## src/rtl/riscv_pkg.sv

```systemverilog
// Shared RISC-V pipeline definitions: fetch FSM encoding and instruction constants.
package riscv_pkg;

    typedef enum logic [1:0] {
        BOOT  = 2'd0,
        FETCH = 2'd1,
        DROP  = 2'd2
    } fetch_state_t;

    localparam int INSTR_W = 32;
    localparam logic [INSTR_W-1:0] NOP_INSTR = 32'h0000_0013;

endpackage

```

## src/rtl/ifetch_if.sv

```systemverilog
// Instruction-memory request/ack bus and fetch-to-decode output bundle.
interface ifetch_if #(
    parameter int n  = 8,
    parameter int IW = 32
);
    logic          imem_req;
    logic [n-1:0]  imem_addr;
    logic          imem_ack;
    logic [IW-1:0] imem_rdata;
    logic          if_valid;
    logic          if_ready;
    logic [IW-1:0] if_instr;
    logic [n-1:0]  if_pc;

    modport master (
        output imem_req, imem_addr, if_valid, if_instr, if_pc,
        input  imem_ack, imem_rdata, if_ready
    );

    modport slave (
        input  imem_req, imem_addr, if_valid, if_instr, if_pc,
        output imem_ack, imem_rdata, if_ready
    );
endinterface

```

## src/rtl/ifetch.sv

```systemverilog
// Instruction fetch stage: issues imem requests for pc_in, buffers one instruction
// for decode, advances the PC only on a completed fetch and squashes work on redirect.
module ifetch
    import riscv_pkg::*;
#(
    parameter int n  = 8,
    parameter int IW = INSTR_W
) (
    input  logic         clock,
    input  logic         reset,
    input  logic [n-1:0] pc_in,
    output logic         pc_en,
    input  logic         flush,
    ifetch_if.master     bus
);

    fetch_state_t state_r;
    fetch_state_t state_nxt_s;
    logic [n-1:0] addr_r;
    logic         load_s;
    logic         latch_s;
    logic         consume_s;

    // Next state, memory request, PC enable and output-register control.
    always_comb begin
        state_nxt_s   = state_r;
        bus.imem_req  = 1'b0;
        bus.imem_addr = pc_in;
        pc_en         = 1'b0;
        load_s        = 1'b0;
        latch_s       = 1'b0;
        consume_s     = bus.if_valid && bus.if_ready;
        case (state_r)
            BOOT: begin
                state_nxt_s = FETCH;
            end
            FETCH: begin
                bus.imem_req = !bus.if_valid || bus.if_ready;
                if (flush) begin
                    pc_en = 1'b1;
                    // An outstanding request cannot be withdrawn, so its data is drained in DROP.
                    if (bus.imem_req && !bus.imem_ack) begin
                        latch_s     = 1'b1;
                        state_nxt_s = DROP;
                    end else begin
                        state_nxt_s = FETCH;
                    end
                end else if (bus.imem_req && bus.imem_ack) begin
                    pc_en  = 1'b1;
                    load_s = 1'b1;
                end else begin
                    pc_en = 1'b0;
                end
            end
            DROP: begin
                bus.imem_req  = 1'b1;
                bus.imem_addr = addr_r;
                if (flush) begin
                    pc_en = 1'b1;
                end else begin
                    pc_en = 1'b0;
                end
                if (bus.imem_ack) begin
                    state_nxt_s = FETCH;
                end else begin
                    state_nxt_s = DROP;
                end
            end
            default: begin
                state_nxt_s = BOOT;
            end
        endcase
    end

    // FSM state, squashed-request address and the decode output register.
    always_ff @(posedge clock or posedge reset) begin
        if (reset) begin
            state_r      <= BOOT;
            addr_r       <= '0;
            bus.if_valid <= 1'b0;
            bus.if_instr <= IW'(NOP_INSTR);
            bus.if_pc    <= '0;
        end else begin
            state_r <= state_nxt_s;
            if (latch_s) begin
                addr_r <= pc_in;
            end
            if (flush && (state_r != BOOT)) begin
                bus.if_valid <= 1'b0;
            end else if (load_s) begin
                bus.if_valid <= 1'b1;
                bus.if_instr <= bus.imem_rdata;
                bus.if_pc    <= pc_in;
            end else if (consume_s) begin
                bus.if_valid <= 1'b0;
            end
        end
    end

endmodule

```

## src/flat_wrapper.sv

```systemverilog
// flat-port wrapper written by rule: the top's interface ports become plain ports
module ifetch_flat import riscv_pkg::*;
#(
    parameter int n  = 8,
    parameter int IW = INSTR_W
)
  (clock, reset, pc_in, pc_en, flush, bus_imem_req, bus_imem_addr, bus_if_valid, bus_if_instr, bus_if_pc, bus_imem_ack, bus_imem_rdata, bus_if_ready);
  ifetch_if #(.n(n), .IW(IW)) bus_i ();
  input  logic clock;
  input  logic reset;
  input  logic [n-1:0] pc_in;
  output logic pc_en;
  input  logic flush;
  output wire logic [$bits(bus_i.imem_req)-1:0] bus_imem_req;
  output wire logic [$bits(bus_i.imem_addr)-1:0] bus_imem_addr;
  output wire logic [$bits(bus_i.if_valid)-1:0] bus_if_valid;
  output wire logic [$bits(bus_i.if_instr)-1:0] bus_if_instr;
  output wire logic [$bits(bus_i.if_pc)-1:0] bus_if_pc;
  input wire logic [$bits(bus_i.imem_ack)-1:0] bus_imem_ack;
  input wire logic [$bits(bus_i.imem_rdata)-1:0] bus_imem_rdata;
  input wire logic [$bits(bus_i.if_ready)-1:0] bus_if_ready;
  assign bus_imem_req = bus_i.imem_req;
  assign bus_imem_addr = bus_i.imem_addr;
  assign bus_if_valid = bus_i.if_valid;
  assign bus_if_instr = bus_i.if_instr;
  assign bus_if_pc = bus_i.if_pc;
  assign bus_i.imem_ack = bus_imem_ack;
  assign bus_i.imem_rdata = bus_imem_rdata;
  assign bus_i.if_ready = bus_if_ready;
  ifetch #(.n(n), .IW(IW)) u_core (.clock(clock), .reset(reset), .pc_in(pc_in), .pc_en(pc_en), .flush(flush), .bus(bus_i));
endmodule
```

## config.mk

```make
export PLATFORM = sky130hd
export DESIGN_NAME = ifetch_flat
export DESIGN_NICKNAME = d
export VERILOG_FILES = /design/src/rtl/riscv_pkg.sv /design/src/rtl/ifetch_if.sv /design/src/rtl/ifetch.sv /design/src/flat_wrapper.sv
export SDC_FILE = /design/constraint.sdc
export NUM_CORES = 1
export LEC_CHECK = 0
export CAP_MARGIN = 40
export CORE_AREA = 3 3 91 93
export CTS_BUF_LIST = sky130_fd_sc_hd__clkbuf_8
export DETAILED_ROUTE_END_ITERATION = 6
export DIE_AREA = 0 0 94 96
export PLACE_DENSITY = 0.59
export SYNTH_ARGS = -nofsm -noshare
export SYNTH_HDL_FRONTEND = slang
export SYNTH_SLANG_ARGS = --single-unit
```

## constraint.sdc

```tcl
create_clock -name clock -period 2.1 [get_ports clock]
set_input_delay 0.42 -clock clock [delete_from_list [all_inputs] [get_ports clock]]
set_output_delay 0.42 -clock clock [all_outputs]
set_load 0.02 [all_outputs]
```

# Yosys cells after proc, flatten, opt, wreduce, memory -nomap -nowiden
# Index checks and enable logic that the tools add are counted.
[classes]
n_eq_ne = 3
mux = 18
bitwise_logic = 1
reduce_logical = 11
[ops]
columns = ["op", "n"]
rows = [
  ["1-bit two-way mux", 11],
  ["8-bit two-way mux", 1],
  ["2-bit two-way mux", 3],
  ["2-bit case mux with 3 select lines", 1],
  ["1-bit logical AND", 4],
  ["1-bit case mux with 2 select lines", 2],
  ["3-bit nonzero test", 1],
  ["2-bit by 1-bit == test with 1-bit output (second input constant)", 1],
  ["2-bit == test (second input constant)", 1],
  ["1-bit zero test", 2],
  ["2-bit zero test", 1],
  ["2-bit != test (second input constant)", 1],
  ["2-bit AND reduction", 1],
  ["2-bit nonzero test", 1],
  ["1-bit logical OR", 1],
  ["1-bit NOT", 1],
]
[totals]
reg_bits = 51
in_bits = 45

# Depth between registers and ports, before layout
# Gate-level depths: netlist of run 1.
[depth]
word_depth = 8
depth_mapped = 6

# Least setup slack after synthesis of run 1
# No wires, ideal clock.
[synth_timing]
path_kind = "reg-to-output"
from = "reg u_core.state_r[0]"
to = "out pc_en"
arrival_ns = 1.409
setup_slack_ns = 0.271
path_stages_with_launch = 6
path_buffers = 1
cell_sequence = "dfrtp_1 inv_1 ha_1 buf_2 o21ai_0 a21boi_0"
[synth_via]
elab_chain_len = 2
elab_cells_between_ends = 3
classes_between = "eq/ne (2); mux (1)"
[synth_rtl]
columns = ["item", "line", "rtl"]
rows = [
  ["start: declaration", "ifetch.sv:17", "fetch_state_t state_r;"],
  ["start signal: assignment", "ifetch.sv:84", "state_r <= state_nxt_s;"],
  ["2-bit == test or 2-bit by 1-bit == test with 1-bit output (tied branches)", "ifetch.sv:33", "case (state_r)"],
  ["1-bit case mux with 2 select lines (*)", "ifetch.sv:33", ""],
  ["end: declaration", "flat_wrapper.sv:12", "output logic pc_en;"],
]
# Every way passes the cells marked *; elsewhere a longest branch is shown, timed or not.

# Final worst setup path of run 1
[layout_timing]
from = "reg u_core.state_r[0]"
to = "out bus_imem_addr[2]"
[layout_via]
elab_chain_len = 2
[layout_rtl]
columns = ["item", "line", "rtl"]
rows = [
  ["2-bit == test", "ifetch.sv:33", ""],
  ["8-bit two-way mux", "ifetch.sv:33", ""],
  ["end: declaration", "flat_wrapper.sv:15", "output wire logic [$bits(bus_i.imem_addr)-1:0] bus_imem_addr;"],
]
# Every way passes these cells.

==> summary.txt, run 1 <==
Outcome
  • Status: finished clean

Logic synthesis
  • Cells after synthesis: around 140
  • Ys Warns: 0
  • Count leader, synth: dfrtp_1
  • Top_reg_cell synth: dfrtp_1
  • Yosys top cell by area: dfrtp_1
  • Yosys top cell area share: roughly half
  • EDFF count, synth: 0
  • Area of the mapped netlist: around 2300 um^2
  • Post-synth cell types: 23
  • Ys async rst share: 100%
  • Syn_nets: ~190
  • Top cells by area, synth: dfrtp_1 (52%), mux2_4 (25%), mux2_2 (8.2%)
  • Syn Area/Cell: approximately 17 um^2
  • Sequential-to-total area share from yosys stat: between 50% and 60%
  • FF+latch count, synth: 51
  • Most frequent cells after synthesis: dfrtp_1 (48), mux2_4 (39), mux2_2 (17)

STA
  • Skew final: between 0.002 and 0.003 ns
  • Setup violators final: 0
  • RSZ-0062 raised after global routing: false
  • Hold Vio Cnt, Final: 0
  • Slew margin rel.: ~70%
  • Hold Slack: between 0.4 and 0.5 ns
  • Min cycle time layout: 1.98 ns
  • Post-route clock period utilization: a little over nine tenths
  • Peak Freq: 506 MHz
  • Worst-Margin Slew: about 0.46 ns
  • Max-slew violations: 0

Die
  • Area of the core: between 7000 and 8000 um^2
  • Die Ht: 96 um
  • Num rows: 32
  • Die ar.: roughly 9000 um^2
  • Initial Util: a little under a third
  • Ports: 96
  • Die Wd: 94 um

Global route
  • Pin count of the biggest net entering global routing: 27
  • Number of global-route vias before repair: 1566
  • GRT Residual Overflow: 0
  • First-pass GRT wire length: roughly 8300 um
  • Initial antenna violation count: 0
  • GRT Total Usage: between 10% and 20%

Pwr
  • Leak Pwr: 1.69 nW
  • Peak supply drop: approximately 580 uV
  • Tot Pwr: 5.36 mW
  • Power per Cell Area: roughly 1500 nW/um^2

Setup path
  • R2R depth: 6
  • CP startpoint kind: register
  • Required time of the worst setup path: around 1.7 ns
  • Setup crit end kind: primary output
  • Cell Chain, Critical Path: inv_2, ha_4, buf_12, mux2_2, clkbuf_4
  • Slowest-stage cell, CP: dfrtp_1
  • Worst Path Max Fanout: 7
  • WP data arrival: 1.56 ns
  • Crit-path max cell delay: 0.40 ns
  • Critical path class: register to primary output

Finish
  • Fill count: 684
  • Fin area: 3640 um^2
  • Ant diodes: 0
  • Share of layout cells above drive strength 1: 40.5%
  • Layout Nets: ~310
  • Syn-to-layout area delta: 56.2%

Drt
  • Initial DRC count: 12
  • Post-DRT Antenna Nets: 0
  • Final WL: around 5100 um
  • Drt via density: 4.20
  • WL/cell: about 14 um
  • DRC Markers: 0
  • Vias: ~1500
  • Drt pass-1 iters: 3

Placement
  • DP HPWL: ~3800 um
  • Dpl cell area: 3560 um^2
  • Gpl congestion: around 0.72
  • Port Buf Inserts: 95

Job
  • MaxCap Viol Count: 0

Clock network
  • Clock-pin slew on the worst setup and hold paths: 0.09 ns
  • TritonCTS sink count: roughly 50
  • Setup bufs post-CTS: 0
  • CTS tree: yes
  • Clk buf depth: 2
  • H-tree Lvls: 2
  • Root Buffer: clkbuf_8
  • Clk_lat worst skew: about 0.3 ns
  • TritonCTS buffer count: 5

Min path
  • Worst Hold Class: input port to asynchronous set/reset pin
[power by group]
group	switching [mW]	total, mW	leakage, nW	internal, mW
registers	0.263	1.76	0.605	1.50
logic	1.22	2.94	1.04	1.71
clock network	0.319	0.668	0.0502	0.349
total	1.80	5.36	1.69	3.56
[layer usage]
layer	routed length (um)	part of all wire, %	GRT usage (%)	vias up
met5	0	0	0	-
met4	88	1.7	4.69	0
met3	401	7.9	2.66	6
met2	2210	43	17.3	58
met1	2390	47	17.0	714
li1	-	-	-	730
[layout by cell type, fill, tap and decap left out, drive strengths merged, types with 2 or more instances in the layout]
cell and count:
o21ai 2, dfrtp 48, nand4b 2, nand2 2
clkbuf 7, inv 4, clkdlybuf4s50 85, dfstp 3
nor2b 3, buf 30, mux2 56, ha 4
[kinds of logic after synthesis]
logic type	share of synthesized area, %
DFF	55.0
AOI/OAI and AO/OA	1.99
muxes	33.8
buffers and inverters	3.12
and+or+nand+nor	3.98
adders and majority gates	2.15
[worst max-delay path: cells and delay by family (launching register included)]
kind,cells,cell delay [ns]
flops,1,0.40
mux,1,0.33
buf+inv,3,0.37
fa+ha+maj,1,0.15
[final cells by class]
class / count / area (um^2) / share of cell area [%]
clock buffers: 5 / 68.8 / 1.89
clock inverters: 2 / 37.5 / 1.03
inverters: 4 / 15.0 / 0.413
multi-input cells: 78 / 988 / 27.2
flip-flops and latches: 51 / 1280 / 35.2
well taps: 102 / 128 / 3.51
repair buffers: 117 / 1120 / 30.8
[worst paths after layout]
path,start,to,slack [ns]
worst max-delay path,u_core.state_r[0]$_DFFE_PP0P_,bus_imem_addr[2],0.12
worst min-delay path,reset,u_core.bus.if_instr[23]$_DFFE_PP0P_,0.44
worst max register to register,u_core.state_r[0]$_DFFE_PP0P_,u_core.bus.if_pc[6]$_DFFE_PP0P_,0.35
worst min register to register,u_core.addr_r[0]$_DFFE_PP0P_,u_core.addr_r[0]$_DFFE_PP0P_,0.51
max in group asynchronous,reset,u_core.bus.if_instr[31]$_DFFE_PP0P_,1.17
min in group clock,u_core.addr_r[0]$_DFFE_PP0P_,u_core.addr_r[0]$_DFFE_PP0P_,0.51
[timing repair]
item	CTS	global route
hold buffers	0	0
endpoints found under the setup margin	10	7
resized for setup	38	7
[flip-flops by register name, summed over array words and instances, names as in the netlist]
signal / count
u_core.bus.if_instr: 32
u_core.addr_r: 8
u_core.bus.if_pc: 8
u_core.state_r: 2
u_core.bus.if_valid: 1
[through the flow]
stage	TNS, ns	instances	setup slack (ns)	utilization [%]
floorplan	0	139	0.271	-
global placement	-0.343	352	-0.205	46.9
detailed placement	-0.399	352	-0.207	46.9
CTS	0	359	0.00302	47.8
global route	0	359	0.0139	47.8
finish	0	359	0.124	47.8
Power figures use the tool's default switching activity.
==> run 2: changes to the inputs <==
Settings changed: CAP_MARGIN 40 to not set.
==> results of run 2 <==
Same layout as run 1: the final DEF is identical, and so are final timing and power.
==> run 3: changes to the inputs <==
Clock period 2.1 ns to 2.2 ns, I/O delays scaled along.
==> run 3 against run 2 <==
- clock power is 21% lower
- flip-flop and latch count did not move
- critical path depth stayed put
- combinational power decreased by 6%
- clock skew rose by 0.0012 ns
- first-iteration DRC count increased to 2.8 times the previous value
- setup slack gained 0.010 ns
- cell area is 2.0% lower
- sequential power down 5%
- wire length is 3.5% higher
- total power down 7.2%
- critical path type unchanged
==> summary.txt, run 3 (same netlist as run 1, synthesis figures left out) <==
Outcome
  • Status: finished clean

Setup path
  • R2R Path Start: u_core.state_r[0]$_DFFE_PP0P_
  • Critical path class: register to primary output
  • CP Launch Point: u_core.state_r[0]$_DFFE_PP0P_
  • Worst Setup EP: bus_imem_req
  • Setup crit end kind: primary output
  • WP data arrival: 1.63 ns (+0.07 ns)
  • RR Endpoint: u_core.bus.if_pc[6]$_DFFE_PP0P_
  • Worst Path Max Fanout: 4 (-3)
  • CP startpoint kind: register
  • R2R setup slack: 0.43 ns (+0.08 ns)
  • R2R depth: 6 (unchanged)
  • Required time of the worst setup path: 1.76 ns (+0.08 ns)

STA
  • RSZ-0062 raised after global routing: false
  • Post-route clock period utilization: 93.9%
  • Max-slew violations: 0 (unchanged)
  • Skew final: 0.00418 ns (+0.00119 ns)
  • Hold Vio Cnt, Final: 0 (unchanged)
  • Hold Slack: 0.473 ns (+0.0338 ns)
  • Setup violators final: 0 (unchanged)
  • Min cycle time layout: 2.07 ns
  • Peak Freq: ~480 MHz
  • Worst-Margin Slew: 0.461 ns (+0.00572 ns)
  • Slew margin rel.: 69.2% (-0.38 points)

Finish
  • Commonest non-fill, non-tap cell in the layout: clkdlybuf4s50_1
  • Max reg flops: 32 (unchanged)
  • Biggest register: u_core.bus.if_instr
  • Layout Nets: 300 (-2.0%)
  • Largest regs: u_core.bus.if_instr (32), u_core.addr_r (8), u_core.bus.if_pc (8)
  • Ant diodes: 0 (unchanged)
  • Layout Cells excl Fill: 354 (-1.4%)
  • Syn-to-layout area delta: 53.1%
  • Commonest cells after routing, fill and taps aside: clkdlybuf4s50_1 (85), dfrtp_1 (48), mux2_4 (39)
  • Fill count: 700 (+2.3%)
  • Share of layout cells above drive strength 1: 38.5% (-2.0 points)

Clock network
  • CTS tree: yes
  • Root Buffer: clkbuf_8
  • Clock-pin slew on the worst setup and hold paths: 0.09 ns (about the same)
  • H-tree Lvls: 2 (unchanged)
  • Clk_lat worst skew: 0.30 ns (about the same)
  • # hold bufs at CTS: 0 (unchanged)
  • TritonCTS sink count: 51 (unchanged)
  • TritonCTS buffer count: 5 (unchanged)
  • Clk buf depth: 2 (unchanged)

Min path
  • Worst Hold Class: input port to asynchronous set/reset pin

Die
  • Area of the core: 7610 um^2 (unchanged)
  • Die Wd: 94 um (unchanged)
  • Die Ht: 96 um (unchanged)
  • Ports: 96 (unchanged)
  • Initial Util: 30.6% (unchanged)
  • Die ar.: 9020 um^2 (unchanged)
  • Num rows: 32 (unchanged)

Pwr
  • Tot Pwr: 4.98 mW (-7.2%)
  • Peak supply drop: 609 uV (+5.3%)
  • Leak Pwr: 1.65 nW (-2.2%)
  • Power per Cell Area: 1400 nW/um^2 (-5.3%)

Global route
  • Pin count of the biggest net entering global routing: 28 (+3.7%)
  • Initial antenna violation count: 0 (unchanged)
  • GRT Total Usage: 12.0% (+0.19 points)
  • Number of global-route vias before repair: 1565 (-0.064%)
  • GRT Residual Overflow: 0 (unchanged)
  • First-pass GRT wire length: 8400 um (+0.83%)

Drt
  • Drt pass-1 iters: 4 (+1)
  • Initial DRC count: 34 (+22)
  • Final WL: 5270 um (+3.5%)
  • DRC Markers: 0 (unchanged)
  • Drt via density: 4.31 (+2.6%)
  • Post-DRT Antenna Nets: 0 (unchanged)
  • WL/cell: 14.9 um (+4.9%)
  • Vias: 1525 (+1.1%)

Placement
  • Port Buf Inserts: 95 (unchanged)
  • Gpl congestion: 0.732 (+1.4%)
  • Placed insts: 346 (-1.7%)
  • DP HPWL: 3900 um (+3.8%)

Job
  • MaxCap Viol Count: 0 (unchanged)
==> run 3: cell count changes in the layout (fill, tap and decap cells not counted), sizes merged <==
cell | previous run | this run
buf | 30 | 20
clkbuf | 7 | 10
bufinv | 1 | 0
clkinv | 0 | 1
clkinvlp | 1 | 2
dlygate4sd2 | 0 | 1
==> run 3: through the flow <==
stage	setup WS (ns)	instance area, um^2	utilization, %	setup TNS (ns)
2_1_floorplan	0.351	2330	-	0
3_3_place_gp	-0.133	3520	46.3	-0.207
3_5_place_dp	-0.155	3520	46.3	-0.239
4_1_cts	0.00620	3610	47.5	0
5_1_grt	0.00601	3560	46.9	0
6_report	0.134	3560	46.9	0
==> run 3: worst min path at each step <==
stage | startpoint | end | cells after the start
after detailed placement | u_core.addr_r[6]$_DFFE_PP0P_ | u_core.addr_r[6]$_DFFE_PP0P_ | 1
after global routing | reset | u_core.bus.if_instr[23]$_DFFE_PP0P_ | 2
after CTS | reset | u_core.bus.if_instr[22]$_DFFE_PP0P_ | 2
after floorplan | u_core.addr_r[0]$_DFFE_PP0P_ | u_core.addr_r[0]$_DFFE_PP0P_ | 1
after global placement | u_core.addr_r[5]$_DFFE_PP0P_ | u_core.addr_r[5]$_DFFE_PP0P_ | 1
final | reset | u_core.bus.if_instr[22]$_DFFE_PP0P_ | 2
==> run 3: metal layers <==
| metal | up-vias | wire length (um) | track usage (%) |
|---|---|---|---|
| met2 | 57 | 2430 | 19.0 |
| met1 | 752 | 2430 | 16.4 |
| met4 | 0 | 46 | 3.97 |
| li1 | 714 | - | - |
| met5 | - | 0 | 0 |
| met3 | 2 | 359 | 2.66 |
==> run 3: cell type report <==
class                           instances  area (um^2)  share of cell area [%]
Tap cell                              102          128                    3.58
Clock buffer                            5         68.8                    1.93
Timing Repair Buffer                  111         1070                    30.2
Inverter                                4         15.0                   0.421
Multi-Input combinational cell         78          978                    27.4
Clock inverter                          3         20.0                   0.562
Sequential cell                        51         1280                    35.9
==> run 3: what timing repair did <==
item | in CTS | in global routing
gates resized for setup | 23 | 11
setup endpoints to repair | 10 | 9
cloned | 0 | 0
buffers inserted | 0 | 0
==> run 3: power breakdown <==
group	leakage [nW]	internal [mW]	switching, mW
Clock	0.0402	0.222	0.308
Sequential	0.605	1.43	0.251
Combinational	1.01	1.60	1.17
Total	1.65	3.25	1.73
==> run 3: worst max-delay path, stage by stage (launching register included) <==
cell	delay [ns]
dfrtp_1	0.39
buf_4	0.14
ha_1	0.23
a21oi_1	0.18
nor2b_1	0.07
dlygate4sd2_1	0.32
